==> src/rtl/uart_pkg.sv <==
// Shared UART definitions: bit-period default, frame length and transmitter state type.
// Used by both the transmitter and the receiver.
package uart_pkg;
  localparam int BAUD_DIV_DEFAULT = 2604;
  localparam int FRAME_BITS       = 10;
  localparam int BAUD_CNT_W       = 12;
  localparam int BIT_CNT_W        = 4;

  typedef enum logic {
    IDLE     = 1'b0,
    TRANSMIT = 1'b1
  } tx_state_t;

  // 8N1 frame as shifted out LSB first: start bit in bit 0, stop bit in bit 9.
  function automatic logic [FRAME_BITS-1:0] make_frame(input logic [7:0] data);
    return {1'b1, data, 1'b0};
  endfunction
endpackage

==> src/rtl/uart_baud_gen.sv <==
// Bit-period counter: counts 0..DIV-1 while enabled, pulses tick on the last cycle
// of each period and wraps to 0. clear holds the count at 0.
module uart_baud_gen
  import uart_pkg::*;
#(
  parameter int DIV = BAUD_DIV_DEFAULT
) (
  input  logic clk,
  input  logic rst,
  input  logic en,
  input  logic clear,
  output logic tick
);
  logic [BAUD_CNT_W-1:0] cnt;

  assign tick = en && (cnt == BAUD_CNT_W'(DIV - 1));

  always_ff @(posedge clk or posedge rst) begin
    if (rst)                cnt <= '0;
    else if (clear || tick) cnt <= '0;
    else if (en)            cnt <= cnt + 1'b1;
  end
endmodule

==> src/rtl/uart_tx.sv <==
// 8N1 UART transmitter with a one-entry holding register for back-to-back frames.
// TX comes straight from bit 0 of the frame shift register, which idles all ones.
module uart_tx
  import uart_pkg::*;
#(
  parameter int BAUD_DIV = BAUD_DIV_DEFAULT
) (
  input  logic       clk,
  input  logic       rst,
  input  logic       trmt,
  input  logic [7:0] tx_data,
  output logic       TX,
  output logic       tx_rdy,
  output logic       busy,
  output logic       tx_done
);
  tx_state_t                state, state_nxt;
  logic [FRAME_BITS-1:0]    shift_q, shift_nxt;
  logic [BIT_CNT_W-1:0]     bit_cnt, bit_nxt;
  logic [7:0]               hold_q, hold_nxt;
  logic                     hold_full, hold_full_nxt;
  logic                     done_q, done_nxt;
  logic                     tick;
  logic                     frame_end;

  uart_baud_gen #(.DIV(BAUD_DIV)) u_baud (
    .clk   (clk),
    .rst   (rst),
    .en    (state == TRANSMIT),
    .clear (state == IDLE),
    .tick  (tick)
  );

  assign TX      = shift_q[0];
  assign tx_rdy  = ~hold_full;
  assign busy    = (state == TRANSMIT);
  assign tx_done = done_q;

  // Last tick of the stop bit: the bit counter would reach FRAME_BITS here.
  assign frame_end = (state == TRANSMIT) && tick &&
                     (bit_cnt == BIT_CNT_W'(FRAME_BITS - 1));

  always_comb begin
    state_nxt     = state;
    shift_nxt     = shift_q;
    bit_nxt       = bit_cnt;
    hold_nxt      = hold_q;
    hold_full_nxt = hold_full;
    done_nxt      = done_q;
    case (state)
      IDLE: begin
        if (trmt) begin
          state_nxt = TRANSMIT;
          shift_nxt = make_frame(tx_data);
          bit_nxt   = '0;
          done_nxt  = 1'b0;
        end
      end
      TRANSMIT: begin
        if (frame_end) begin
          bit_nxt = '0;
          if (hold_full) begin
            shift_nxt     = make_frame(hold_q);
            hold_full_nxt = 1'b0;
          end else if (trmt) begin
            shift_nxt = make_frame(tx_data);
            done_nxt  = 1'b0;
          end else begin
            shift_nxt = '1;
            state_nxt = IDLE;
            done_nxt  = 1'b1;
          end
        end else begin
          if (tick) begin
            shift_nxt = {1'b1, shift_q[FRAME_BITS-1:1]};
            bit_nxt   = bit_cnt + 1'b1;
          end
          // A trmt while the holding register is full is simply dropped.
          if (trmt && !hold_full) begin
            hold_nxt      = tx_data;
            hold_full_nxt = 1'b1;
            done_nxt      = 1'b0;
          end
        end
      end
      default: state_nxt = IDLE;
    endcase
  end

  always_ff @(posedge clk or posedge rst) begin
    if (rst) begin
      state     <= IDLE;
      shift_q   <= '1;
      bit_cnt   <= '0;
      hold_q    <= '0;
      hold_full <= 1'b0;
      done_q    <= 1'b0;
    end else begin
      state     <= state_nxt;
      shift_q   <= shift_nxt;
      bit_cnt   <= bit_nxt;
      hold_q    <= hold_nxt;
      hold_full <= hold_full_nxt;
      done_q    <= done_nxt;
    end
  end
endmodule

==> config.mk <==
export PLATFORM = sky130hd
export DESIGN_NAME = uart_tx
export DESIGN_NICKNAME = d
export VERILOG_FILES = /design/src/rtl/uart_pkg.sv /design/src/rtl/uart_baud_gen.sv /design/src/rtl/uart_tx.sv
export SDC_FILE = /design/constraint.sdc
export NUM_CORES = 1
export LEC_CHECK = 0
export BUFFER_PORTS_ARGS = -buffer_cell sky130_fd_sc_hd__buf_4
export CAP_MARGIN = 15
export CORE_ASPECT_RATIO = 1.2
export CORE_MARGIN = 5
export CORE_UTILIZATION = 46
export CTS_CLUSTER_DIAMETER = 150
export CTS_CLUSTER_SIZE = 24
export DETAILED_ROUTE_END_ITERATION = 10
export PLACE_DENSITY = 0.7
export SETUP_SLACK_MARGIN = 0.2
export SLEW_MARGIN = 10
export SYNTH_ARGS = -nofsm -noshare
export SYNTH_HDL_FRONTEND = slang
export SYNTH_SLANG_ARGS = --single-unit
==> constraint.sdc <==
create_clock -name clk -period 3.9 [get_ports clk]
set_input_delay 0.585 -clock clk [delete_from_list [all_inputs] [get_ports clk]]
set_output_delay 0.585 -clock clk [all_outputs]
set_load 0.02 [all_outputs]
# Word-level counts from Yosys, hierarchy flattened
# Index checks and enable logic that the tools add are counted.
# totals
latchBits	0
n_memories	0
rom_bits	0
ram_bits	0
input_bits	11
word_cells	54
regBits	37
# op_classes
addsub	2
mul	0
shift	0
reduce_logical	12
bitwise_logic	3
div	0
mux	24
n_eq_ne	6
n_lt_le_gt_ge	0
# ops
op	count
10-bit two-way mux	3
12-bit two-way mux	2
10-bit one-hot mux with 2 select lines	1
9-bit two-way mux	2
12-bit by 1-bit adder with 12-bit output (second input constant)	1
12-bit equality test (second input constant)	1
4-bit two-way mux	3
1-bit two-way mux	10
4-bit one-hot mux with 2 select lines	1
3-bit by 1-bit != test with 1-bit output (second input constant)	2
3-bit AND reduction	2
4-bit by 1-bit adder with 4-bit output (second input constant)	1
4-bit equality test (second input constant)	1
1-bit logical AND	4
1-bit one-hot mux with 2 select lines	2
2-bit AND reduction	2
2-bit nonzero test	2
3-bit != test (second input constant)	1
1-bit NOT	3
2-bit != test (second input constant)	1
1-bit logical NOT	1
1-bit logical OR	1

# Logic depth before layout (Yosys ltp)
# Gate-level depths: netlist of the first run.
# depth
ltp_word	6
depth_mapped	7
ltp_nobuf	6

# Cells and area by module
# Synthesis of the first run repeated with hierarchy kept, for this count alone.
# unflattened
hier_cells	200
hier_area_um2	2072.0
# by_module_without_submodules
module	area_per_inst_um2	instances	cells_each
uart_tx	1417.6	1	135
uart_baud_gen	654.4	1	65

# Worst setup path after synthesis of the first run
# OpenSTA, ideal clock, no wires.
# synth_timing
path_kind	register to register
start	register state, in the netlist busy
end	register hold_q[0]
synth_period_minus_slack_ns	1.859
t_required_ns	3.775
path_slack_ns	2.041
arrival_time_ns	1.734
path_buffers	2
setup_time_ns	0.125
stages_incl_launch_ff	7
cell_sequence	dfrtp_1 buf_2 and4b_1 nand4_2 and4_1 buf_6 mux2_4
# synth_via
elab_chain_len	5
# synth_rtl
item	line_no	source
start: declaration	uart_tx.sv:17	tx_state_t state, state_nxt;
start signal: assignment	uart_tx.sv:99	state <= state_nxt;
1-bit logical AND	uart_baud_gen.sv:16	assign tick = en && (cnt == BAUD_CNT_W'(DIV - 1));
1-bit logical AND (2 in a row)	uart_tx.sv:40	assign frame_end = (state == TRANSMIT) && tick &&
1-bit NOT (no line)	--	
3-bit AND reduction (no line) *	--	
end signal: assignment	uart_tx.sv:102	hold_q <= hold_nxt;
end: declaration	uart_tx.sv:20	logic [7:0] hold_q, hold_nxt;
# Every way passes the cells marked *; elsewhere a longest branch is shown, timed or not.
# A chain may end at the register's enable or synchronous reset.

# Final worst setup path of the first run
# layout_timing
start	register state, in the netlist busy
end	register hold_q[6]
# The elaborated chain is that of the path after synthesis.

==> results of run 1 <==
[tightest hold or removal path, stage by stage]
cell	delay, ps
buf_4	110
inv_1	40
buf_4	390
[report_power, final]
group	leakage [nW]	switching, mW	total (mW)	internal, mW
sequential	0.421	0.0913	0.567	0.475
clock	0.0455	0.122	0.266	0.144
combinational	0.497	0.112	0.264	0.152
[state kept, by name, indices dropped and copies added (netlist names)]
register and cells:
shift_q 9, hold_q 8, hold_full 1, tx_done 1
u_baud.cnt 12, busy 1, bit_cnt 4
[cell usage after synthesis (2+ instances only)]
master     instances
nor2_1            29
dfrtp_1           27
nand3_1           16
dfstp_2            9
inv_1              9
nor3b_1            9
a2bb2oi_1          8
mux2_4             8
clkbuf_1           7
o32a_1             7
nand2_1            6
xor2_1             5
and4_1             4
nand4_1            4
o21ai_0            4
xnor2_1            4
a21oi_1            3
ha_1               3
a31o_2             2
and4bb_2           2
buf_2              2
mux2i_1            2
nor3_1             2
[path summary, 6_finish.rpt]
| path | from | endpoint | slack (ps) | depth (start not counted) |
|---|---|---|---|---|
| max in group asynchronous | rst | shift_q[0] | 3150 | 3 |
| hold reg to reg | shift_q[8] | shift_q[8] | 470 | 2 |
| setup / recovery | busy | hold_q[6] | 1480 | 4 |
| setup reg to reg | busy | hold_q[6] | 1480 | 4 |
| min in group clk | shift_q[8] | shift_q[8] | 470 | 2 |
| hold / removal | rst | u_baud.cnt[10] | 410 | 3 |
[logic make-up (layout without fill, tap and decap cells)]
logic type,Yosys count,count (layout),share of synthesized area [%]
buf+inv,20,33,4.40
simple gates,80,80,23.3
compound gates,29,29,11.9
mux,10,10,7.24
flops,36,36,47.1
fa+ha+maj,3,3,1.94
xor+xnor,9,9,4.07
[cell usage in the layout (no fill, tap or decap), drive strengths merged, types with 4 or more instances in the layout]
| cell type | n |
|---|---|
| o32a | 7 |
| and4 | 4 |
| dfrtp | 27 |
| inv | 9 |
| nand3 | 16 |
| o21ai | 5 |
| nand2 | 6 |
| nand4 | 5 |
| nor2 | 29 |
| mux2 | 8 |
| nor3b | 10 |
| xor2 | 5 |
| buf | 15 |
| clkbuf | 8 |
| a2bb2oi | 8 |
| xnor2 | 4 |
| dfstp | 9 |
[stage by stage]
step	utilization [%]	instances	worst slack (ps)
finish	53.9	254	1480
floorplan	-	187	2040
detailed placement	51.7	246	1490
global route	53.9	254	1350
global placement	51.7	246	1580
CTS	53.9	254	1480
[layer usage]
metal,GRT usage (%),routed length [um]
met5,0,0
met4,6.05,72
met3,3.84,182
met2,26.8,1940
met1,17.6,1700
[final cells by class]
type	instances	area [um^2]
multi-input cells	131	938
clock buffers	8	90.1
fillers	369	1850
repair buffers	15	113
flip-flops and latches	36	912
well taps	54	67.6
inverters	10	37.5
==> results by group, run 1 <==
Run status
  – Status: complete, no violations

Power
  – VDD IR max: 0.262 mV
  – Leakage dissipation: 0.963 nW
  – Power, Total: 1.10 mW
  – Power per Cell Area: 508 nW/um^2

Yosys
  – Gate Count Post-Synth: 187
  – Synth top area share: 34.9%
  – Largest cells by area after synthesis: dfrtp_1, dfstp_2, mux2_4, nor2_1, nand3_1
  – Cell taking the most area after synthesis: dfrtp_1
  – Avg Inst Size Synth: 10.4 um^2
  – Number of synthesized register bits: 36
  – Post-synthesis async set-or-reset flop share: 100%
  – EDFF count, synth: 0
  – Post-synth cell types: 38
  – Prevailing post-synth register cell: dfrtp_1
  – Total number of yosys warnings: 0
  – Sequential element share of the synthesized area: 47.1%
  – Mapped Area: 1940 um^2
  – Syn nets: 201

Layout
  – Antenna Cells: 0
  – # nets final: 213
  – Post-route cell area: 2160 um^2
  – Share of cells above drive strength 1: 22.0%
  – Area grow syn2layout: 11.5%

Clock network
  – Total CTS buffers: 5
  – H-tree level count: 2
  – CTS root buf: clkbuf_8
  – CTS tree: built
  – Clock sink total: 36
  – CTS clk-pin slew, worst paths: 70 ps
  – Clock Path Buffers: 2
  – Postcts setup bufs: 0
  – Clock Latency Late Sink: 280 ps
  – # resized after CTS: 0
  – Hold-fix buffers, CTS: 0

Floorplanning
  – Initial Util: 48.3%
  – Die width: 69.2 um
  – Die area: 5610 um^2
  – Row cnt: 25
  – IO Pins: 15
  – Core area: 4000 um^2
  – Die Y: 81.1 um

Worst setup path
  – CP bufs+invs: 0
  – Worst-path fanout max: 20
  – CP top delay family: simple AND/OR/NAND/NOR gates
  – Critical Path Sink Type: flop
  – Startpoint Class: flop
  – CP cell instances: and4b_1 > nand4_2 > and4_1 > mux2_4
  – Crit-path max cell delay: 670 ps
  – Max stage delay cell, worst path: dfrtp_1
  – Crit Path Class: reg -> reg
  – Req. time, crit path: 4070 ps
  – Worst EP arrival: 2590 ps

Timing
  – Setup Viol. Count Final: 0
  – Slew Viols, Final: 0
  – Tcrit/Tclk final: 62.1%
  – Crit path time final: 2420 ps
  – Hold WS: 408 ps
  – Unrepaired setup endpoints after global routing: no
  – Slew @ Worst Pin: 849 ps
  – Fin Setup TNS: 0 ps
  – Tightest slew margin relative to the limit: 43.0%
  – Clk_skew: 4.22 ps
  – Final hold vios: 0
  – Max Freq: 413 MHz

Global route
  – Global Route Usage Sum: 15.1%
  – Vias in the first global route: 1445
  – Initial antenna violation count: 0
  – Largest net degree at the start of global routing: 37
  – First-pass GRT wire length: 6.73 mm
  – Total grt overflow: 0

Drt
  – Via/cell ratio: 5.74
  – Routed via count: 1457
  – Initial DRC count: 91
  – Routed Wire Length: 3.90 mm
  – Post-route ant nets: 0
  – DRC Markers: 0
  – Routed len/inst: 15.3 um
  – Detailed Routing Iterations Pass 1: 4

Place
  – Port bufs: 14
  – Final Wtd Congestion: 0.853
  – Final HPWL DP: 2.72 mm
  – Area after DPL: 2070 um^2

Job
  – Max_cap viols: 0

Hold path
  – Min-delay worst type: in -> async
Power figures use the tool's default switching activity.
==> run 2: changes to the inputs <==
clock period = 2.4 ns   (was 3.9 ns; I/O delays follow)
==> run 2 against run 1 <==
Against the previous run:
- critical path depth rose by 1
- fmax rose by 16%
- total power rose by 61%
- utilization rose by 0.44 points
- setup slack got worse by 1200 ps
- sequential cell count did not move
- count of clock-buffer cells in the layout fell by 2
- sequential share of layout area fell by 0.34 points
- first-iteration DRC count fell by 7.7%
- critical endpoint is now hold_q[4]
- largest cell class unchanged
==> results by group, run 2 (same netlist as run 1, synthesis figures left out) <==
Run status
  – Status: complete, no violations

Layout
  – Commonest cells after routing, fill and taps aside: nor2_1, dfrtp_1, buf_4
  – Post-route cell area: 2180 um^2 (+0.81%)
  – Fill cell count: 392 (+6.2%)
  – Area grow syn2layout: 12.4%
  – Commonest non-fill, non-tap cell in the layout: nor2_1
  – Core Util, Final: 54.3% (+0.44 points)
  – Reg with most FFs: u_baud.cnt
  – Biggest regs: u_baud.cnt: 12 flops, shift_q: 9 flops, hold_q: 8 flops
  – Max reg flops: 12 (unchanged)
  – # nets final: 217 (+1.9%)
  – Antenna Cells: 0 (unchanged)
  – Share of cells above drive strength 1: 23.6% (+1.6 points)

Timing
  – Crit path time final: 2080 ps (-341 ps)
  – Fin Setup TNS: 0 ps (unchanged)
  – Setup Viol. Count Final: 0 (unchanged)
  – Tcrit/Tclk final: 86.7% (+25 points)
  – Unrepaired setup endpoints after global routing: no
  – Clk_skew: 3.85 ps (-0.366 ps)
  – Slew Viols, Final: 0 (unchanged)
  – Max Freq: 481 MHz (+16%)
  – Tightest slew margin relative to the limit: 63.5% (+21 points)
  – Final WS setup: 320 ps (-1160 ps)
  – Slew @ Worst Pin: 547 ps (-302 ps)
  – Final hold vios: 0 (unchanged)

Worst setup path
  – Worst-path fanout max: 9 (-55%)
  – CP top delay family: simple AND/OR/NAND/NOR gates
  – R2R depth: 5 (+1)
  – Worst EP arrival: 2250 ps (-340 ps)
  – Crit-path max cell delay: 560 ps (-110 ps)
  – Crit Path Class: reg -> reg
  – Reg2reg start: u_baud.cnt[0]
  – Critical Path Sink Type: flop
  – R2R Setup Slk: 320 ps (-1160 ps)
  – Levels on crit path: 5 (+1)
  – Worst r2r dst: hold_q[4]
  – Max stage delay cell, worst path: and4_1
  – CP bufs+invs: 0 (unchanged)
  – Startpoint Class: flop
  – Req. time, crit path: 2570 ps (-1500 ps)
  – CP cell instances: ha_1 > and4bb_2 > nand4_2 > and4_1 > mux2_4

Clock network
  – CTS root buf: clkbuf_8
  – CTS tree: built
  – Clock Latency Late Sink: 280 ps (about the same)
  – Hold-fix buffers, CTS: 0 (unchanged)
  – # resized after CTS: 0 (unchanged)
  – Clock Path Buffers: 2 (unchanged)
  – Total CTS buffers: 5 (unchanged)
  – H-tree level count: 2 (unchanged)
  – Postcts setup bufs: 0 (unchanged)
  – Clock sink total: 36 (unchanged)
  – CTS clk-pin slew, worst paths: 70 ps (about the same)

Floorplanning
  – Die area: 5610 um^2 (unchanged)
  – Die width: 69.2 um (unchanged)
  – Row cnt: 25 (unchanged)
  – Core area: 4000 um^2 (unchanged)
  – Initial Util: 48.3% (unchanged)
  – IO Pins: 15 (unchanged)
  – Die Y: 81.1 um (unchanged)

Power
  – Leakage dissipation: 0.978 nW (+1.5%)
  – Power per Cell Area: 811 nW/um^2 (+59%)
  – Power, Total: 1.76 mW (+61%)
  – VDD IR max: 0.535 mV (+100%)

Global route
  – Global Route Usage Sum: 15.7% (+0.51 points)
  – GR Util met3: 3.84% (unchanged)
  – Layer with the highest usage: met2
  – M1 GR Usage: 18.6% (+0.95 points)
  – M2 GR Usage: 27.0% (+0.19 points)
  – Largest net degree at the start of global routing: 37 (unchanged)
  – Initial antenna violation count: 0 (unchanged)
  – First-pass GRT wire length: 7.09 mm (+5.2%)
  – Total grt overflow: 0 (unchanged)
  – Vias in the first global route: 1552 (+7.4%)

Hold path
  – Min-delay worst type: in -> async

Place
  – Post-Place Setup Slack: 321 ps (-1170 ps)
  – Area after DPL: 2100 um^2 (+1.5%)
  – Final HPWL DP: 2.93 mm (+8.0%)
  – Final Wtd Congestion: 0.784 (-8.0%)
  – Port bufs: 14 (unchanged)

Drt
  – DRC Markers: 0 (unchanged)
  – Routed Wire Length: 4.05 mm (+4.0%)
  – Via/cell ratio: 5.82 (+1.4%)
  – Routed via count: 1495 (+2.6%)
  – Initial DRC count: 84 (-7.7%)
  – Post-route ant nets: 0 (unchanged)
  – Detailed Routing Iterations Pass 1: 4 (unchanged)
  – Routed len/inst: 15.8 um (+2.7%)

Job
  – Max_cap viols: 0 (unchanged)
==> run 2: changes by cell type in the layout (fill, tap and decap cells not counted), sizes merged <==
cell	previous run	this run
clkbuf	8	6
clkinv	1	2
buf	15	19
==> run 2: layout make-up <==
type | count | area, um^2 | share of cell area (%)
flip-flops and latches | 36 | 912 | 41.9
well taps | 54 | 67.6 | 3.11
clock inverters | 1 | 5.00 | 0.230
multi-input cells | 131 | 938 | 43.1
clock buffers | 6 | 72.6 | 3.34
inverters | 10 | 37.5 | 1.73
repair buffers | 19 | 143 | 6.56
==> run 2: layer usage <==
| layer | vias to the layer above | part of all wire (%) | wire length [um] |
|---|---|---|---|
| li1 | 704 | - | - |
| met1 | 732 | 44 | 1800 |
| met3 | 10 | 4.4 | 179 |
| met5 | - | 0 | 0 |
| met4 | 0 | 1.6 | 65 |
| met2 | 49 | 50 | 2010 |
==> run 2: worst max path at each step <==
stage / slack [ps] / startpoint / to
floorplan: 540 / busy / hold_q[0]
global placement: 400 / u_baud.cnt[0] / hold_q[5]
detailed placement: 320 / u_baud.cnt[0] / hold_q[4]
CTS: 310 / u_baud.cnt[0] / hold_q[4]
global route: 230 / u_baud.cnt[0] / hold_q[0]
finish: 320 / u_baud.cnt[0] / hold_q[4]
==> run 2: tightest hold or removal path, delay by kind of cell <==
kind	cells	cell delay, ps
buf+inv	3	540
==> run 2: through the flow <==
step | hold WS, ps | std cells
final | 178 | 257
after global routing | 234 | 257
after CTS | 184 | 257
after detailed placement | 469 | 250
after global placement | 455 | 250
after floorplan | 445 | 187
==> run 2: report_power, final <==
part | leakage [nW] | total (mW) | switching (mW) | internal [mW]
sequential | 0.421 | 0.928 | 0.155 | 0.772
clock | 0.0410 | 0.400 | 0.202 | 0.197
combinational | 0.516 | 0.437 | 0.186 | 0.251
total | 0.978 | 1.76 | 0.544 | 1.22
